`config.mk`:
```
export PLATFORM = sky130hd
export DESIGN_NAME = clock_gate_ctrl
export DESIGN_NICKNAME = d
export VERILOG_FILES = /design/src/rtl/clock_gate_ctrl_pkg.sv /design/src/rtl/clock_gate_ctrl_chan.sv /design/src/rtl/clock_gate_ctrl.sv
export SDC_FILE = /design/constraint.sdc
export NUM_CORES = 1
export LEC_CHECK = 0
export ABC_CLOCK_PERIOD_IN_PS = 4260
export CAP_MARGIN = 5
export CORE_UTILIZATION = 55
export CTS_BUF_LIST = sky130_fd_sc_hd__clkbuf_4 sky130_fd_sc_hd__clkbuf_8
export DETAILED_ROUTE_END_ITERATION = 12
export PLACE_DENSITY_LB_ADDON = 0.1
export SLEW_MARGIN = 20
export SYNTH_ARGS = -nofsm -noshare
export SYNTH_HDL_FRONTEND = slang
export SYNTH_SLANG_ARGS = --single-unit
export TNS_END_PERCENT = 20
```
`constraint.sdc`:
```
create_clock -name clk_i -period 4.26 [get_ports clk_i]
set_input_delay 0.426 -clock clk_i [delete_from_list [all_inputs] [get_ports clk_i]]
set_output_delay 0.426 -clock clk_i [all_outputs]
set_load 0.1 [all_outputs]
```
`src/rtl/clock_gate_ctrl_pkg.sv`:
```
// Shared types and sizing helpers for the clock-gating sequencer.
package clock_gate_ctrl_pkg;

    typedef enum logic [1:0] {
        RUN   = 2'd0,
        DRAIN = 2'd1,
        GATED = 2'd2,
        WAKE  = 2'd3
    } cgc_state_e;

    // Counters must reach the larger of the timeout and wake durations without wrapping.
    function automatic int cgc_cnt_width(input int timeout, input int wake);
        int maxVal;
        maxVal = (timeout > wake) ? timeout : wake;
        return $clog2(maxVal) + 1;
    endfunction

endpackage

```
`src/rtl/clock_gate_ctrl_chan.sv`:
```
// One clock domain: RUN -> DRAIN -> GATED -> WAKE sequencer with its own counters.
module clock_gate_ctrl_chan
    import clock_gate_ctrl_pkg::*;
#(
    parameter int IDLE_CYCLES = 4,
    parameter int WAKE_CYCLES = 8,
    parameter int TIMEOUT     = 256
) (
    input  logic clk_i,
    input  logic rst_i,
    input  logic gate_req_i,
    input  logic idle_i,
    output logic clk_en_o,
    output logic gate_ack_o,
    output logic chk_gate_o,
    output logic timeout_err_o,
    output logic busy_o
);

    localparam int CW = cgc_cnt_width(TIMEOUT, WAKE_CYCLES);

    cgc_state_e    state_q, state_d;
    logic [CW-1:0] idle_cnt_q, idle_cnt_d;
    logic [CW-1:0] tmo_cnt_q, tmo_cnt_d;
    logic [CW-1:0] wake_cnt_q, wake_cnt_d;
    logic          armed_q, armed_d;
    logic          tmo_fire;
    logic          clk_en_q, gate_ack_q, chk_gate_q, timeout_err_q, busy_q;

    function automatic logic [CW-1:0] satInc(input logic [CW-1:0] v);
        return (v == {CW{1'b1}}) ? v : v + 1'b1;
    endfunction

    always_comb begin
        state_d    = state_q;
        idle_cnt_d = idle_cnt_q;
        tmo_cnt_d  = tmo_cnt_q;
        wake_cnt_d = wake_cnt_q;
        armed_d    = armed_q;
        tmo_fire   = 1'b0;
        unique case (state_q)
            RUN: begin
                if (!gate_req_i) begin
                    armed_d = 1'b1;
                end else if (armed_q) begin
                    state_d    = DRAIN;
                    idle_cnt_d = '0;
                    tmo_cnt_d  = '0;
                end
            end
            DRAIN: begin
                tmo_cnt_d  = satInc(tmo_cnt_q);
                idle_cnt_d = idle_i ? satInc(idle_cnt_q) : '0;
                // Withdrawal beats qualification, which beats the timeout abort.
                if (!gate_req_i) begin
                    state_d = RUN;
                end else if (idle_i && idle_cnt_q == CW'(IDLE_CYCLES - 1)) begin
                    state_d = GATED;
                end else if (tmo_cnt_q == CW'(TIMEOUT - 1)) begin
                    state_d  = RUN;
                    tmo_fire = 1'b1;
                    armed_d  = 1'b0;
                end
            end
            GATED: begin
                if (!gate_req_i) begin
                    state_d    = WAKE;
                    wake_cnt_d = '0;
                end
            end
            WAKE: begin
                wake_cnt_d = satInc(wake_cnt_q);
                if (wake_cnt_q == CW'(WAKE_CYCLES - 1)) begin
                    state_d = RUN;
                end
            end
            default: state_d = RUN;
        endcase
    end

    // Outputs are decoded from the settled state, so they trail the state register by one edge.
    always_ff @(posedge clk_i) begin
        if (rst_i) begin
            state_q       <= RUN;
            idle_cnt_q    <= '0;
            tmo_cnt_q     <= '0;
            wake_cnt_q    <= '0;
            armed_q       <= 1'b1;
            clk_en_q      <= 1'b1;
            gate_ack_q    <= 1'b0;
            chk_gate_q    <= 1'b0;
            timeout_err_q <= 1'b0;
            busy_q        <= 1'b0;
        end else begin
            state_q       <= state_d;
            idle_cnt_q    <= idle_cnt_d;
            tmo_cnt_q     <= tmo_cnt_d;
            wake_cnt_q    <= wake_cnt_d;
            armed_q       <= armed_d;
            clk_en_q      <= (state_q != GATED);
            gate_ack_q    <= (state_q == GATED) || (state_q == WAKE);
            chk_gate_q    <= (state_q == GATED);
            timeout_err_q <= tmo_fire;
            busy_q        <= (state_q != RUN);
        end
    end

    assign clk_en_o      = clk_en_q;
    assign gate_ack_o    = gate_ack_q;
    assign chk_gate_o    = chk_gate_q;
    assign timeout_err_o = timeout_err_q;
    assign busy_o        = busy_q;

endmodule

```
`src/rtl/clock_gate_ctrl.sv`:
```
// Per-domain clock-gating sequencer: one independent channel per gated clock domain.
module clock_gate_ctrl
    import clock_gate_ctrl_pkg::*;
#(
    parameter int N_CLK       = 2,
    parameter int IDLE_CYCLES = 4,
    parameter int WAKE_CYCLES = 8,
    parameter int TIMEOUT     = 256
) (
    input  logic             clk_i,
    input  logic             rst_i,
    input  logic [N_CLK-1:0] gate_req_i,
    input  logic [N_CLK-1:0] idle_i,
    output logic [N_CLK-1:0] clk_en_o,
    output logic [N_CLK-1:0] gate_ack_o,
    output logic [N_CLK-1:0] chk_gate_o,
    output logic [N_CLK-1:0] timeout_err_o,
    output logic             busy_o
);

    if (IDLE_CYCLES < 1) begin : g_badIdle
        $error("clock_gate_ctrl: IDLE_CYCLES must be >= 1");
    end
    if (WAKE_CYCLES < 1) begin : g_badWake
        $error("clock_gate_ctrl: WAKE_CYCLES must be >= 1");
    end
    if (TIMEOUT <= IDLE_CYCLES) begin : g_badTimeout
        $error("clock_gate_ctrl: TIMEOUT must exceed IDLE_CYCLES");
    end

    logic [N_CLK-1:0] chanBusy;

    for (genvar i = 0; i < N_CLK; i++) begin : g_chan
        clock_gate_ctrl_chan #(
            .IDLE_CYCLES (IDLE_CYCLES),
            .WAKE_CYCLES (WAKE_CYCLES),
            .TIMEOUT     (TIMEOUT)
        ) u_chan (
            .clk_i         (clk_i),
            .rst_i         (rst_i),
            .gate_req_i    (gate_req_i[i]),
            .idle_i        (idle_i[i]),
            .clk_en_o      (clk_en_o[i]),
            .gate_ack_o    (gate_ack_o[i]),
            .chk_gate_o    (chk_gate_o[i]),
            .timeout_err_o (timeout_err_o[i]),
            .busy_o        (chanBusy[i])
        );
    end

    assign busy_o = |chanBusy;

endmodule
```
==> reports/qor.yml, run 1 <==
die:
  floorplan.initialDensity_pct: 57.7
  io_pins: 15
  core_area_sq_um: 6030
  die-width_um: 81.5
  die_y_um: 81.5
  die_area_sq_um: 6640
  row_count: 28
cells_and_area:
  nets: 426
  synthToLayoutAreaGrowth_pct: 9.54
  diodes: 0
  final_util_pct: 63.2
  layout-drive-gt1-share_pct: 6.57
  stdcell_count: 486
setup_path:
  crit_chain: "ha_1 -> nand2_1 -> nor2_1 -> and3_1 -> ha_1 -> and3_1 -> or3_1 -> or4_1 -> a21oi_1"
  crit_path_start: "g_chan[0].u_chan.idle_cnt_q[0]$_SDFFE_PP0P_"
  worstSetupEndpointType: "flop"
  worst-setup-path-type: "reg2reg"
  worst_path_largest_cell_delay_ns: 0.43
  reg2regPathDepth: 9
  worst-r2r-setup-slack_ns: 1.86
  cp-start-kind: "flop"
  critical_path.max_fanout: 7
  slowest_stage: "or4_1"
  reg2reg_from: "g_chan[0].u_chan.idle_cnt_q[0]$_SDFFE_PP0P_"
  crit_arrival_ns: 2.67
  rr_endpoint: "g_chan[0].u_chan.idle_cnt_q[5]$_SDFFE_PP0P_"
  worst_ep_required_time_ns: 4.53
min_path:
  min_from: "g_chan[0].u_chan.wake_cnt_q[1]$_SDFFE_PP0P_"
  hold_depth: 2
  hold_class: "reg2reg"
  min_to: "g_chan[0].u_chan.wake_cnt_q[1]$_SDFFE_PP0P_"
placement:
  gp_congestion: 0.857
  numPortBuffers: 14
  placed_cells: 470
  place_hpwl_mm: 4.46
power_and_ir_drop:
  total_power_uw: 1410
  leakagePower_uw: 0.00131
  powerDensity_nw_per_um2: 371
  peakVddDrop_uv: 255
synthesis:
  synth_top_family_by_area: "simple AND/OR/NAND/NOR gates"
  ys_async_sr_fraction_pct: 0
  synth.avg_cell_area_sq_um: 8.59
  synthTopCellsByCount: "70 x dfxtp_1, 50 x nor2_1, 29 x nand2_1"
  synthAdderAreaFrac_pct: 5.04
  yosysWarnings: 0
  synthTopCellsByArea: "dfxtp_1 40%, nor2_1 5.4%, ha_1 5.0%"
  synth.most_common_cell: "dfxtp_1"
  yosys.area_share.simple_pct: 27.4
  synth-compound-area-share_pct: 15.1
  synth_xor_area_share_pct: 5.04
  ys_seq_elements: 70
  netlist_instances: 405
  synth_top_cell_by_area: "dfxtp_1"
  synth.distinct_cells: 48
  synth-edff-count: 0
  yosysTopAreaCellShare_pct: 40.3
  synth_area_sq_um: 3480
  synth_ff_type: "dfxtp_1"
  yosysSeqAreaShare_pct: 40.3
  muxShareOfSynthArea_pct: 1.22
  syn-num-nets: 425
job:
  maxCapViolCount: 0
timing:
  whs_ns: 0.474
  rsz0062_at_grt: "false"
  relSlewSlack_pct: 35.2
  setup_viol: 0
  final_hold_viol_count: 0
  fin_crit_ns: 2.40
  skew_ns: 0.00871
  setup_tns_ns: 0
  worst_pin_slew_ns: 0.969
  drv_slew: 0
  max_freq_ghz: 0.417
  post-route-period-util_pct: 56.4
clocking:
  h-tree-depth: 3
  cts-root-buf: "clkbuf_8"
  cts_tree: "built"
  numCtsBuffers: 9
  cts_hold_buf: 0
  clk_latency_ns: 0.34
  path_clk_slew_ns: 0.08
  clk_path_buf_depth: 2
  cts_resized: 0
  cts.sinks: 70
  post_cts_buffers: 0
routing:
  drt_first_pass_iters: 4
  wire_per_inst_um: 13.4
  antenna_left: 0
  vias: 2838
  wirelength_mm: 6.49
  drc: 0
  initialDrtViolationCount: 101
  avgViaCountPerCell: 5.84
grt:
  grt_max_degree: 38
  overflow: 0
  grt_pass1_vias: 2492
  grtUsageTotal_pct: 21.5
  grt_pass1_wl_mm: 11.0
  antenna_found_initial: 0
status:
  status: "complete, no violations"
[logic make-up after synthesis]
logic type | after synthesis
flip-flops | 70
AND/OR/NAND/NOR | 180
XOR/XNOR | 20
multiplexers | 3
AO/OA/AOI/OAI | 80
adder cells (fa/ha/maj) | 14
buffers and inverters | 38
[registers in the layout (all words and copies together), names as in the netlist, named ones only]
name,cells
g_chan.u_chan.tmo_cnt_q,18
g_chan.u_chan.timeout_err_o,2
g_chan.u_chan.idle_cnt_q,18
g_chan.u_chan.state_q,2
g_chan.u_chan.armed_q,2
g_chan.u_chan.chk_gate_o,2
g_chan.u_chan.gate_ack_o,2
g_chan.u_chan.wake_cnt_q,18
g_chan.u_chan.clk_en_o,2
g_chan.u_chan.busy_o,2
[per-stage QoR]
step                setup WS (ns)  area [sq um]
CTS                          1.87          3810
finish                       1.86          3810
global route                 1.69          3810
global placement             1.93          3560
floorplan                    1.99          3480
detailed placement           1.89          3560
[final cells by class]
type | instances | area (sq um)
Fill cell | 532 | 2220
Clock buffer | 9 | 124
Inverter | 13 | 48.8
Timing Repair Buffer | 15 | 148
Clock inverter | 7 | 121
Tap cell | 75 | 93.8
Multi-Input combinational cell | 297 | 1870
Sequential cell | 70 | 1400
[where the power goes]
| part | leakage (uW) | internal (uW) | total [uW] | switching (uW) |
|---|---|---|---|---|
| Combinational | 0.000622 | 30.8 | 87.0 | 56.2 |
| Sequential | 0.000565 | 660 | 672 | 11.3 |
| Clock | 0.000124 | 392 | 654 | 262 |
[routing by layer]
metal | GRT usage, % | routed length (um)
met5 | 0 | 0
met4 | 9.11 | 76
met3 | 4.33 | 137
met2 | 37.0 | 3100
met1 | 25.9 | 3180
[cell usage in the layout (no fill, tap or decap), types with 9 or more instances in the layout]
| cell | count |
|---|---|
| a211oi_1 | 10 |
| a21oi_1 | 28 |
| clkbuf_8 | 9 |
| clkdlybuf4s50_1 | 14 |
| dfxtp_1 | 70 |
| ha_1 | 14 |
| inv_1 | 13 |
| nand2_1 | 29 |
| nand3_1 | 24 |
| nand4_1 | 13 |
| nor2_1 | 50 |
| o21ai_0 | 9 |
| o31ai_1 | 9 |
| or4_1 | 12 |
| xnor2_1 | 12 |
[worst max path at each step]
stage,to,slack [ns],depth (start not counted)
global placement,g_chan[0].u_chan.idle_cnt_q[5]$_SDFFE_PP0P_,1.93,5
floorplan,g_chan[0].u_chan.idle_cnt_q[5]$_SDFFE_PP0P_,1.99,10
CTS,g_chan[0].u_chan.idle_cnt_q[5]$_SDFFE_PP0P_,1.87,9
finish,g_chan[0].u_chan.idle_cnt_q[5]$_SDFFE_PP0P_,1.86,9
detailed placement,g_chan[0].u_chan.idle_cnt_q[5]$_SDFFE_PP0P_,1.89,9
global route,g_chan[0].u_chan.idle_cnt_q[7]$_SDFFE_PP0P_,1.69,9
[worst max-delay path, delay by kind of cell (launching register included)]
kind,cells,cell delay (ns)
fa+ha+maj,2,0.48
simple gates,6,1.37
flops,1,0.34
compound gates,1,0.14
(Power assumes the default switching activity.)
==> run 2: changes to the inputs <==
Settings changed: ABC_CLOCK_PERIOD_IN_PS 4260 to 2200.
Clock period 4.26 ns to 2.2 ns, I/O delays scaled along.
==> run 2 against run 1 <==
  * Clock power increased by 59%
  * Setup slack worse by 1.8 ns
  * Highest routed layer unchanged
  * Largest power group unchanged
  * Power rose by 80%
  * Register-to-register slack worse by 1.8 ns
  * Cell count increased by 3.5%
  * Maximum frequency increased by 13%
  * Sequential share of layout area down 1.1 points
  * Die area stayed put
  * Non-clock buffer count grew 17
  * Combinational power up 130%
==> reports/qor.yml, run 2 (same netlist as run 1, synthesis figures left out) <==
timing:
  worst_pin_slew_ns: 0.652  # -0.318 ns
  post-route-period-util_pct: 96.8  # +40 points
  setup_ws_ns: 0.0701  # -1.79 ns
  rsz0062_at_grt: "true"
  skew_ns: 0.00496  # -0.00375 ns
  setup_viol: 0  # unchanged
  max_freq_ghz: 0.469  # +13%
  fin_crit_ns: 2.13  # -0.271 ns
  final_hold_viol_count: 0  # unchanged
  drv_slew: 0  # unchanged
  relSlewSlack_pct: 56.5  # +21 points
routing:
  avgViaCountPerCell: 5.78  # -1.1%
  wirelength_mm: 6.91  # +6.5%
  drc: 0  # unchanged
  wire_per_inst_um: 13.7  # +2.9%
  vias: 2906  # +2.4%
  drt_first_pass_iters: 4  # unchanged
  initialDrtViolationCount: 116  # +15%
  antenna_left: 0  # unchanged
clocking:
  clk_latency_ns: 0.35  # about the same
  cts-root-buf: "clkbuf_8"
  cts_hold_buf: 0  # unchanged
  numCtsBuffers: 9  # unchanged
  cts.sinks: 70  # unchanged
  h-tree-depth: 3  # unchanged
  path_clk_slew_ns: 0.08  # about the same
  clk_path_buf_depth: 2  # unchanged
  cts_tree: "built"
grt:
  overflow: 0  # unchanged
  grtUsageTotal_pct: 22.9  # +1.4 points
  grt_max_degree: 37  # -2.6%
  grt_pass1_vias: 2772  # +11%
  grt_pass1_wl_mm: 11.7  # +6.9%
  antenna_found_initial: 0  # unchanged
setup_path:
  path_common_cell: "ha_2"
  reg2reg_from: "g_chan[0].u_chan.idle_cnt_q[1]$_SDFFE_PP0P_"
  cp-start-kind: "flop"
  critical_path.max_fanout: 5  # -2
  crit_path_start: "g_chan[0].u_chan.idle_cnt_q[1]$_SDFFE_PP0P_"
  worst_ep_required_time_ns: 2.49  # -2.04 ns
  worst-setup-path-type: "reg2reg"
  worstSetupEndpointType: "flop"
  crit_chain: "ha_2 -> nand2_2 -> nor2_2 -> and3_1 -> ha_2 -> and3_4 -> or3_4 -> or4_1 -> a21oi_1"
  slowest_stage: "or4_1"
  crit_buf_inv: 0  # unchanged
  worst_path_largest_cell_delay_ns: 0.41  # -0.02 ns
  crit_arrival_ns: 2.42  # -0.25 ns
  crit_family: "simple AND/OR/NAND/NOR gates"
die:
  die_area_sq_um: 6640  # unchanged
  core_area_sq_um: 6030  # unchanged
  die-width_um: 81.5  # unchanged
  die_y_um: 81.5  # unchanged
  io_pins: 15  # unchanged
  floorplan.initialDensity_pct: 57.7  # unchanged
  row_count: 28  # unchanged
placement:
  place_hpwl_mm: 4.97  # +12%
  gp_congestion: 0.908  # +6.1%
  post-place-ws_ns: 0.0272  # -1.86 ns
  numPortBuffers: 14  # unchanged
min_path:
  hold_class: "reg2reg"
  min_from: "g_chan[1].u_chan.tmo_cnt_q[7]$_SDFFE_PP0P_"
cells_and_area:
  nets: 443  # +4.0%
  synthToLayoutAreaGrowth_pct: 13.0
  final_common_cell: "dfxtp_1"
  layout-drive-gt1-share_pct: 15.4  # +8.9 points
  layout_common_cells: "68 x dfxtp_1, 49 x nor2_1, 28 x nand2_1, 28 x a21oi_1, 26 x buf_4"
  reg_top3: "g_chan.u_chan.idle_cnt_q x18, g_chan.u_chan.tmo_cnt_q x18, g_chan.u_chan.wake_cnt_q x18"
  diodes: 0  # unchanged
power_and_ir_drop:
  leakagePower_uw: 0.00137  # +4.8%
  total_power_uw: 2540  # +80%
  peakVddDrop_uv: 331  # +30%
  powerDensity_nw_per_um2: 646  # +74%
status:
  status: "complete, no violations"
job:
  maxCapViolCount: 0  # unchanged
[run 2: cell count changes in the layout (fill, tap and decap cells not counted), moves of 2 or more]
cell	delta
buf_4	+25
clkdlybuf4s50_1	-9
clkinvlp_4	+4
ha_1	-3
ha_2	+3
bufinv_16	-2
clkinv_4	-2
dfxtp_1	-2
dfxtp_2	+2
nand2b_1	-2
nand2b_4	+2
[run 2: where the power goes]
part	internal [uW]	switching (uW)
clock	524	511
combinational	82.5	116
sequential	1280	24.2
total	1890	651
[run 2: through the flow]
step / hold slack, ns / cell area [sq um] / std cells / util (%) / setup TNS (ns)
floorplan: 0.444 / 3480 / 405 / - / 0
global placement: 0.460 / 3670 / 485 / 60.9 / 0
detailed placement: 0.468 / 3670 / 485 / 60.9 / 0
CTS: 0.479 / 3870 / 501 / 64.2 / 0
global route: 0.505 / 3930 / 503 / 65.2 / -0.0206
finish: 0.481 / 3930 / 503 / 65.2 / 0
[run 2: area by class of cell]
cell class | count | area [sq um]
Multi-Input combinational cell | 297 | 1920
Fill cell | 516 | 2100
Clock inverter | 7 | 73.8
Tap cell | 75 | 93.8
Timing Repair Buffer | 32 | 265
Inverter | 13 | 48.8
Clock buffer | 9 | 124
Sequential cell | 70 | 1400
[run 2: worst paths after layout]
path,end,slack (ns),cells past startpoint
hold reg to reg,g_chan[1].u_chan.tmo_cnt_q[7]$_SDFFE_PP0P_,0.48,2
setup reg to reg,g_chan[0].u_chan.idle_cnt_q[5]$_SDFFE_PP0P_,0.07,9
setup / recovery,g_chan[0].u_chan.idle_cnt_q[5]$_SDFFE_PP0P_,0.07,9
hold / removal,g_chan[1].u_chan.tmo_cnt_q[7]$_SDFFE_PP0P_,0.48,2
[run 2: timing repair]
action,CTS,global route
hold endpoints to repair,0,0
resized for setup,0,13
setup endpoints to repair,0,14
buffers inserted,0,2
[run 2: tightest hold or removal path, stage by stage (launching register included)]
cell	delay, ns
dfxtp_1	0.32
o31ai_1	0.06
a21oi_1	0.05
[run 2: layer usage]
metal | up-vias | track usage, % | routed length (um)
met5 | - | 0 | 0
met2 | 35 | 40.8 | 3420
met3 | 14 | 4.22 | 172
met4 | 0 | 12.5 | 148
met1 | 1355 | 25.5 | 3170
li1 | 1502 | - | -
==> variant 1, RTL diff (flow settings as in run 1) <==
`WAKE_CYCLES` is set to 8 in 2 places; all go to 7.
--- a/src/rtl/clock_gate_ctrl_chan.sv
+++ b/src/rtl/clock_gate_ctrl_chan.sv
@@ -4,5 +4,5 @@
 #(
     parameter int IDLE_CYCLES = 4,
-    parameter int WAKE_CYCLES = 8,
+    parameter int WAKE_CYCLES = 7,
     parameter int TIMEOUT     = 256
 ) (
--- a/src/rtl/clock_gate_ctrl.sv
+++ b/src/rtl/clock_gate_ctrl.sv
@@ -5,5 +5,5 @@
     parameter int N_CLK       = 2,
     parameter int IDLE_CYCLES = 4,
-    parameter int WAKE_CYCLES = 8,
+    parameter int WAKE_CYCLES = 7,
     parameter int TIMEOUT     = 256
 ) (
Behaviour: same outputs for any inputs over 10 cycles, from zero or initial values and one cycle with rst_i high; that may be too few to reach the edited logic, so the function may still have changed.
==> variant 1 against run 1 <==
  * Wire length is 7.6% higher
  * Sequential share of layout area fell by 0.32 points
  * Sequential cell count did not move
  * Setup slack got worse by 0.091 ns
  * Area after synthesis grew 0.11%
  * Die area increased by 0.11%
  * Power about the same
  * Non-clock buffer count unchanged
  * Via count rose by 1.7%
  * Sequential power is essentially flat
  * Final area rose by 0.89%
  * Maximum frequency decreased by 3.7%
  * Largest power group unchanged
==> variant 1: results (changes against run 1) <==
Drt
  – M1 wire length: 3550 um (was 3180 um)
  – Detailed-route via count: 2886 (was 2838)
  – Met2 wirelength from detailed routing: 3160 um (was 3100 um)
  – WL met3: 239 um (was 137 um)
  – Drt first-iter violations: 151 (was 101)

Global routing
  – Met2 demand-to-capacity share in global routing: 36.3% (was 37.0%)
  – Combined global-route utilization of all metal layers: 23.0% (was 21.5%)
  – Global routing usage on met1: 30.1% (was 25.9%)
  – Grt met3 use: 6.11% (was 4.33%)
  – First-pass GRT wire length: 11700 um (was 11000 um)

Critical path
  – Standard cell with the maximum stage delay on the critical path: sky130_fd_sc_hd__or4_4 (was sky130_fd_sc_hd__or4_1)
  – Termination of the worst setup path: g_chan[0].u_chan.idle_cnt_q[7]$_SDFFE_PP0P_ (was g_chan[0].u_chan.idle_cnt_q[5]$_SDFFE_PP0P_)
  – Largest fanout on the critical path: 5 (was 7)
  – CP Data Arrival Time: 2.77 ns (was 2.67 ns)
  – Reg2Reg Setup Slack: 1.77 ns (was 1.86 ns)
  – Delay of the slowest cell on the worst path: 0.49 ns (was 0.43 ns)

Status
  – Outcome: complete, no violations (unchanged)

Placement
  – Placer congestion estimate: 0.899 (was 0.857)
  – Placed cell area: 0.00359 sq mm (was 0.00356 sq mm)
  – Post-detail-place hpwl: 4790 um (was 4460 um)

Clock network
  – Htree depth: 3 (unchanged)

Pwr
  – Leakage: 1.35 nW (was 1.31 nW)
  – Peak supply drop: 314 uV (was 255 uV)

Hold path
  – Sink of the worst hold path: g_chan[1].u_chan.wake_cnt_q[8]$_SDFFE_PP0P_ (was g_chan[0].u_chan.wake_cnt_q[1]$_SDFFE_PP0P_)
  – Hold path startpoint: g_chan[1].u_chan.wake_cnt_q[8]$_SDFFE_PP0P_ (was g_chan[0].u_chan.wake_cnt_q[1]$_SDFFE_PP0P_)

Finish
  – Proportion of layout cells with a drive suffix above 1: 6.99% (was 6.57%)
  – Filler instances: 507 (was 532)

Synth
  – Post-synth net total: 430 (was 425)
  – Sequential cell area fraction in the yosys report: 40.3% (about the same)
  – Distinct cell type count after synthesis: 51 (was 48)
  – Synthesized-area fraction occupied by xor and xnor cells: 4.28% (was 5.04%)
  – Most used standard cells in the synthesized netlist: 70 x sky130_fd_sc_hd__dfxtp_1, 45 x sky130_fd_sc_hd__nor2_1, 33 x sky130_fd_sc_hd__a21oi_1 (was 70 x sky130_fd_sc_hd__dfxtp_1, 50 x sky130_fd_sc_hd__nor2_1, 29 x sky130_fd_sc_hd__nand2_1)

STA
  – Maximum achievable frequency: 401 MHz (was 417 MHz)
  – Worst hold slack: 0.480 ns (was 0.474 ns)
  – Slew of the pin with the lowest slew margin: 0.979 ns (was 0.969 ns)
[variant 1: changes by cell type after synthesis, sizes merged, moves of 4 or more]
cell	delta
o31ai	-4
or3	+5
nor2	-5
o21ai	+4
a21oi	+5
and3	+6
[variant 1: cell type report]
cell class | count | area share (%)
sequential | 70 | 36.5
timing repair buffer | 15 | 3.84
tap | 75 | 2.44
clock inverter | 2 | 1.56
clock buffer | 14 | 5.01
multi-input combinational | 300 | 49.3
inverter | 14 | 1.37
[variant 1: power by group]
| part | switching, mW | internal (mW) | total, mW |
|---|---|---|---|
| logic | 0.0575 | 0.0297 | 0.0871 |
| clock network | 0.242 | 0.410 | 0.652 |
| registers | 0.0124 | 0.661 | 0.673 |
| total | 0.311 | 1.10 | 1.41 |
[variant 1: through the flow]
stage	util [%]	instances	power, mW
2_1_floorplan	-	408	0.752
3_3_place_gp	59.6	474	0.772
3_5_place_dp	59.6	474	0.774
4_1_cts	63.8	490	1.43
5_1_grt	63.8	490	1.46
6_report	63.8	490	1.41
==> variant 2, RTL diff (flow settings as in run 1) <==
Made on the original files. Register the output `timeout_err_o`, without a reset; this adds one clock of latency there. The other outputs are not delayed to match.
--- a/src/rtl/clock_gate_ctrl.sv
+++ b/src/rtl/clock_gate_ctrl.sv
@@ -18,4 +18,6 @@
     output logic             busy_o
 );
+
+    logic [N_CLK-1:0] timeout_err_d;
 
     if (IDLE_CYCLES < 1) begin : g_badIdle
@@ -44,5 +46,5 @@
             .gate_ack_o    (gate_ack_o[i]),
             .chk_gate_o    (chk_gate_o[i]),
-            .timeout_err_o (timeout_err_o[i]),
+            .timeout_err_o (timeout_err_d[i]),
             .busy_o        (chanBusy[i])
         );
@@ -51,3 +53,7 @@
     assign busy_o = |chanBusy;
 
+    always_ff @(posedge clk_i) begin
+        timeout_err_o <= timeout_err_d;
+    end
+
 endmodule
Check against the original RTL: same outputs for any inputs over 10 cycles, from zero or initial values and one cycle with rst_i high; that may be too few to reach the edited logic, so the function may still have changed.
==> variant 2 against run 1 <==
  * Combinational power grew 3.1%
  * Critical path depth fell by 1
  * Final area decreased by 1.2%
  * Wire length fell by 0.26%
  * Area after synthesis fell by 0.22%
  * Setup slack got worse by 0.075 ns
  * Sequential cell count up 2
  * Power shrank 11%
  * Critical path type unchanged
  * Critical endpoint unchanged
  * Largest power group unchanged
==> variant 2: results (changes against run 1) <==
Synth
  – Leading register cell type out of synthesis: sky130_fd_sc_hd__dfxtp_1 (unchanged)
  – Sequential cell area fraction in the yosys report: 41.5% (was 40.3%)
  – Synthesized-area fraction occupied by xor and xnor cells: 6.06% (was 5.04%)
  – FFs w/ async S/R, synth: 0% (unchanged)
  – Compound-gate portion of the synthesized area: 14.5% (was 15.1%)
  – Synth Area in Adders: 5.05% (was 5.04%)
  – Mux contribution to synthesized area: 0.938% (was 1.22%)
  – Largest cells by area after synthesis: sky130_fd_sc_hd__dfxtp_1 42%, sky130_fd_sc_hd__nor2_1 5.5%, sky130_fd_sc_hd__ha_1 5.0% (was sky130_fd_sc_hd__dfxtp_1 40%, sky130_fd_sc_hd__nor2_1 5.4%, sky130_fd_sc_hd__ha_1 5.0%)
  – Most used standard cells in the synthesized netlist: 72 x sky130_fd_sc_hd__dfxtp_1, 51 x sky130_fd_sc_hd__nor2_1, 31 x sky130_fd_sc_hd__a21oi_1 (was 70 x sky130_fd_sc_hd__dfxtp_1, 50 x sky130_fd_sc_hd__nor2_1, 29 x sky130_fd_sc_hd__nand2_1)

STA
  – Slew HR: 34.6% (was 35.2%)
  – Maximum achievable frequency: 404 MHz (was 417 MHz)
  – Maximum clock skew at final layout: 0.00779 ns (was 0.00871 ns)
  – Worst hold slack: 0.342 ns (was 0.474 ns)

Placement
  – Placed cell area: 0.00360 sq mm (was 0.00356 sq mm)
  – Cell Count Post-Placement: 474 (was 470)
  – Placer congestion estimate: 0.859 (was 0.857)
  – Post-detail-place hpwl: 4630 um (was 4460 um)

Finish
  – Proportion of layout cells with a drive suffix above 1: 6.30% (was 6.57%)
  – Antenna fix cells: 0 (unchanged)

Global routing
  – Grt met3 use: 6.11% (was 4.33%)
  – Combined global-route utilization of all metal layers: 21.1% (was 21.5%)
  – Via count of the first global-routing pass: 2476 (was 2492)
  – Global routing usage on met1: 27.9% (was 25.9%)
  – Pin count of the biggest net entering global routing: 32 (was 38)
  – First-pass GRT wire length: 10800 um (was 11000 um)
  – Met2 demand-to-capacity share in global routing: 32.3% (was 37.0%)

Drt
  – Met2 wirelength from detailed routing: 2880 um (was 3100 um)
  – WL final: 6470 um (was 6490 um)
  – Drt first-iter violations: 115 (was 101)
  – Uppermost layer routed: met4 (unchanged)
  – M1 wire length: 3310 um (was 3180 um)
  – Vias per cell: 5.87 (was 5.84)
  – WL met3: 230 um (was 137 um)
  – First-pass iteration count of the detailed router: 4 (unchanged)
  – Detailed-route via count: 2865 (was 2838)

Hold path
  – Class of the tightest hold or removal check: reg2reg (unchanged)

Status
  – Outcome: complete, no violations (unchanged)

Clock network
  – Maximum clock path buffer count: 2 (unchanged)
  – Htree depth: 3 (unchanged)

Pwr
  – Peak supply drop: 211 uV (was 255 uV)
  – Leakage: 1.30 nW (was 1.31 nW)

Critical path
  – CP Data Arrival Time: 2.74 ns (was 2.67 ns)
  – Largest fanout on the critical path: 5 (was 7)
  – Reg2Reg Setup Slack: 1.78 ns (was 1.86 ns)
==> variant 2: worst paths after layout <==
path                                                                    end                                   startpoint  depth (start not counted)
worst max-delay path            g_chan[0].u_chan.idle_cnt_q[5]$_SDFFE_PP0P_  g_chan[0].u_chan.idle_cnt_q[0]$_SDFFE_PP0P_                          8
worst min-delay path                               timeout_err_o[0]$_DFF_P_    g_chan[0].u_chan.timeout_err_o$_SDFF_PP0_                          0
worst max register to register  g_chan[0].u_chan.idle_cnt_q[5]$_SDFFE_PP0P_  g_chan[0].u_chan.idle_cnt_q[0]$_SDFFE_PP0P_                          8
worst min register to register                     timeout_err_o[0]$_DFF_P_    g_chan[0].u_chan.timeout_err_o$_SDFF_PP0_                          0
==> variant 2: critical path, stage by stage, from the launching register on <==
cell and delay, ns:
sky130_fd_sc_hd__dfxtp_1 0.35, sky130_fd_sc_hd__ha_1 0.23, sky130_fd_sc_hd__and3_1 0.23, sky130_fd_sc_hd__and3_1 0.18, sky130_fd_sc_hd__ha_1 0.21, sky130_fd_sc_hd__and3_1 0.22, sky130_fd_sc_hd__or4_4 0.50, sky130_fd_sc_hd__or3_1 0.33
sky130_fd_sc_hd__a21oi_1 0.15
==> variant 2: layout make-up <==
type	count	area (sq um)
Fill cell	513	2230
Multi-Input combinational cell	298	1860
Sequential cell	72	1440
Clock buffer	13	160
Timing Repair Buffer	15	148
Tap cell	75	93.8
Inverter	14	52.6
Clock inverter	1	5.00
==> variant 2: power breakdown <==
| group | internal [mW] | total [mW] | switching, mW | leakage, nW |
|---|---|---|---|---|
| clock | 0.240 | 0.467 | 0.227 | 0.0896 |
| sequential | 0.681 | 0.695 | 0.0137 | 0.582 |
| combinational | 0.0318 | 0.0897 | 0.0579 | 0.624 |
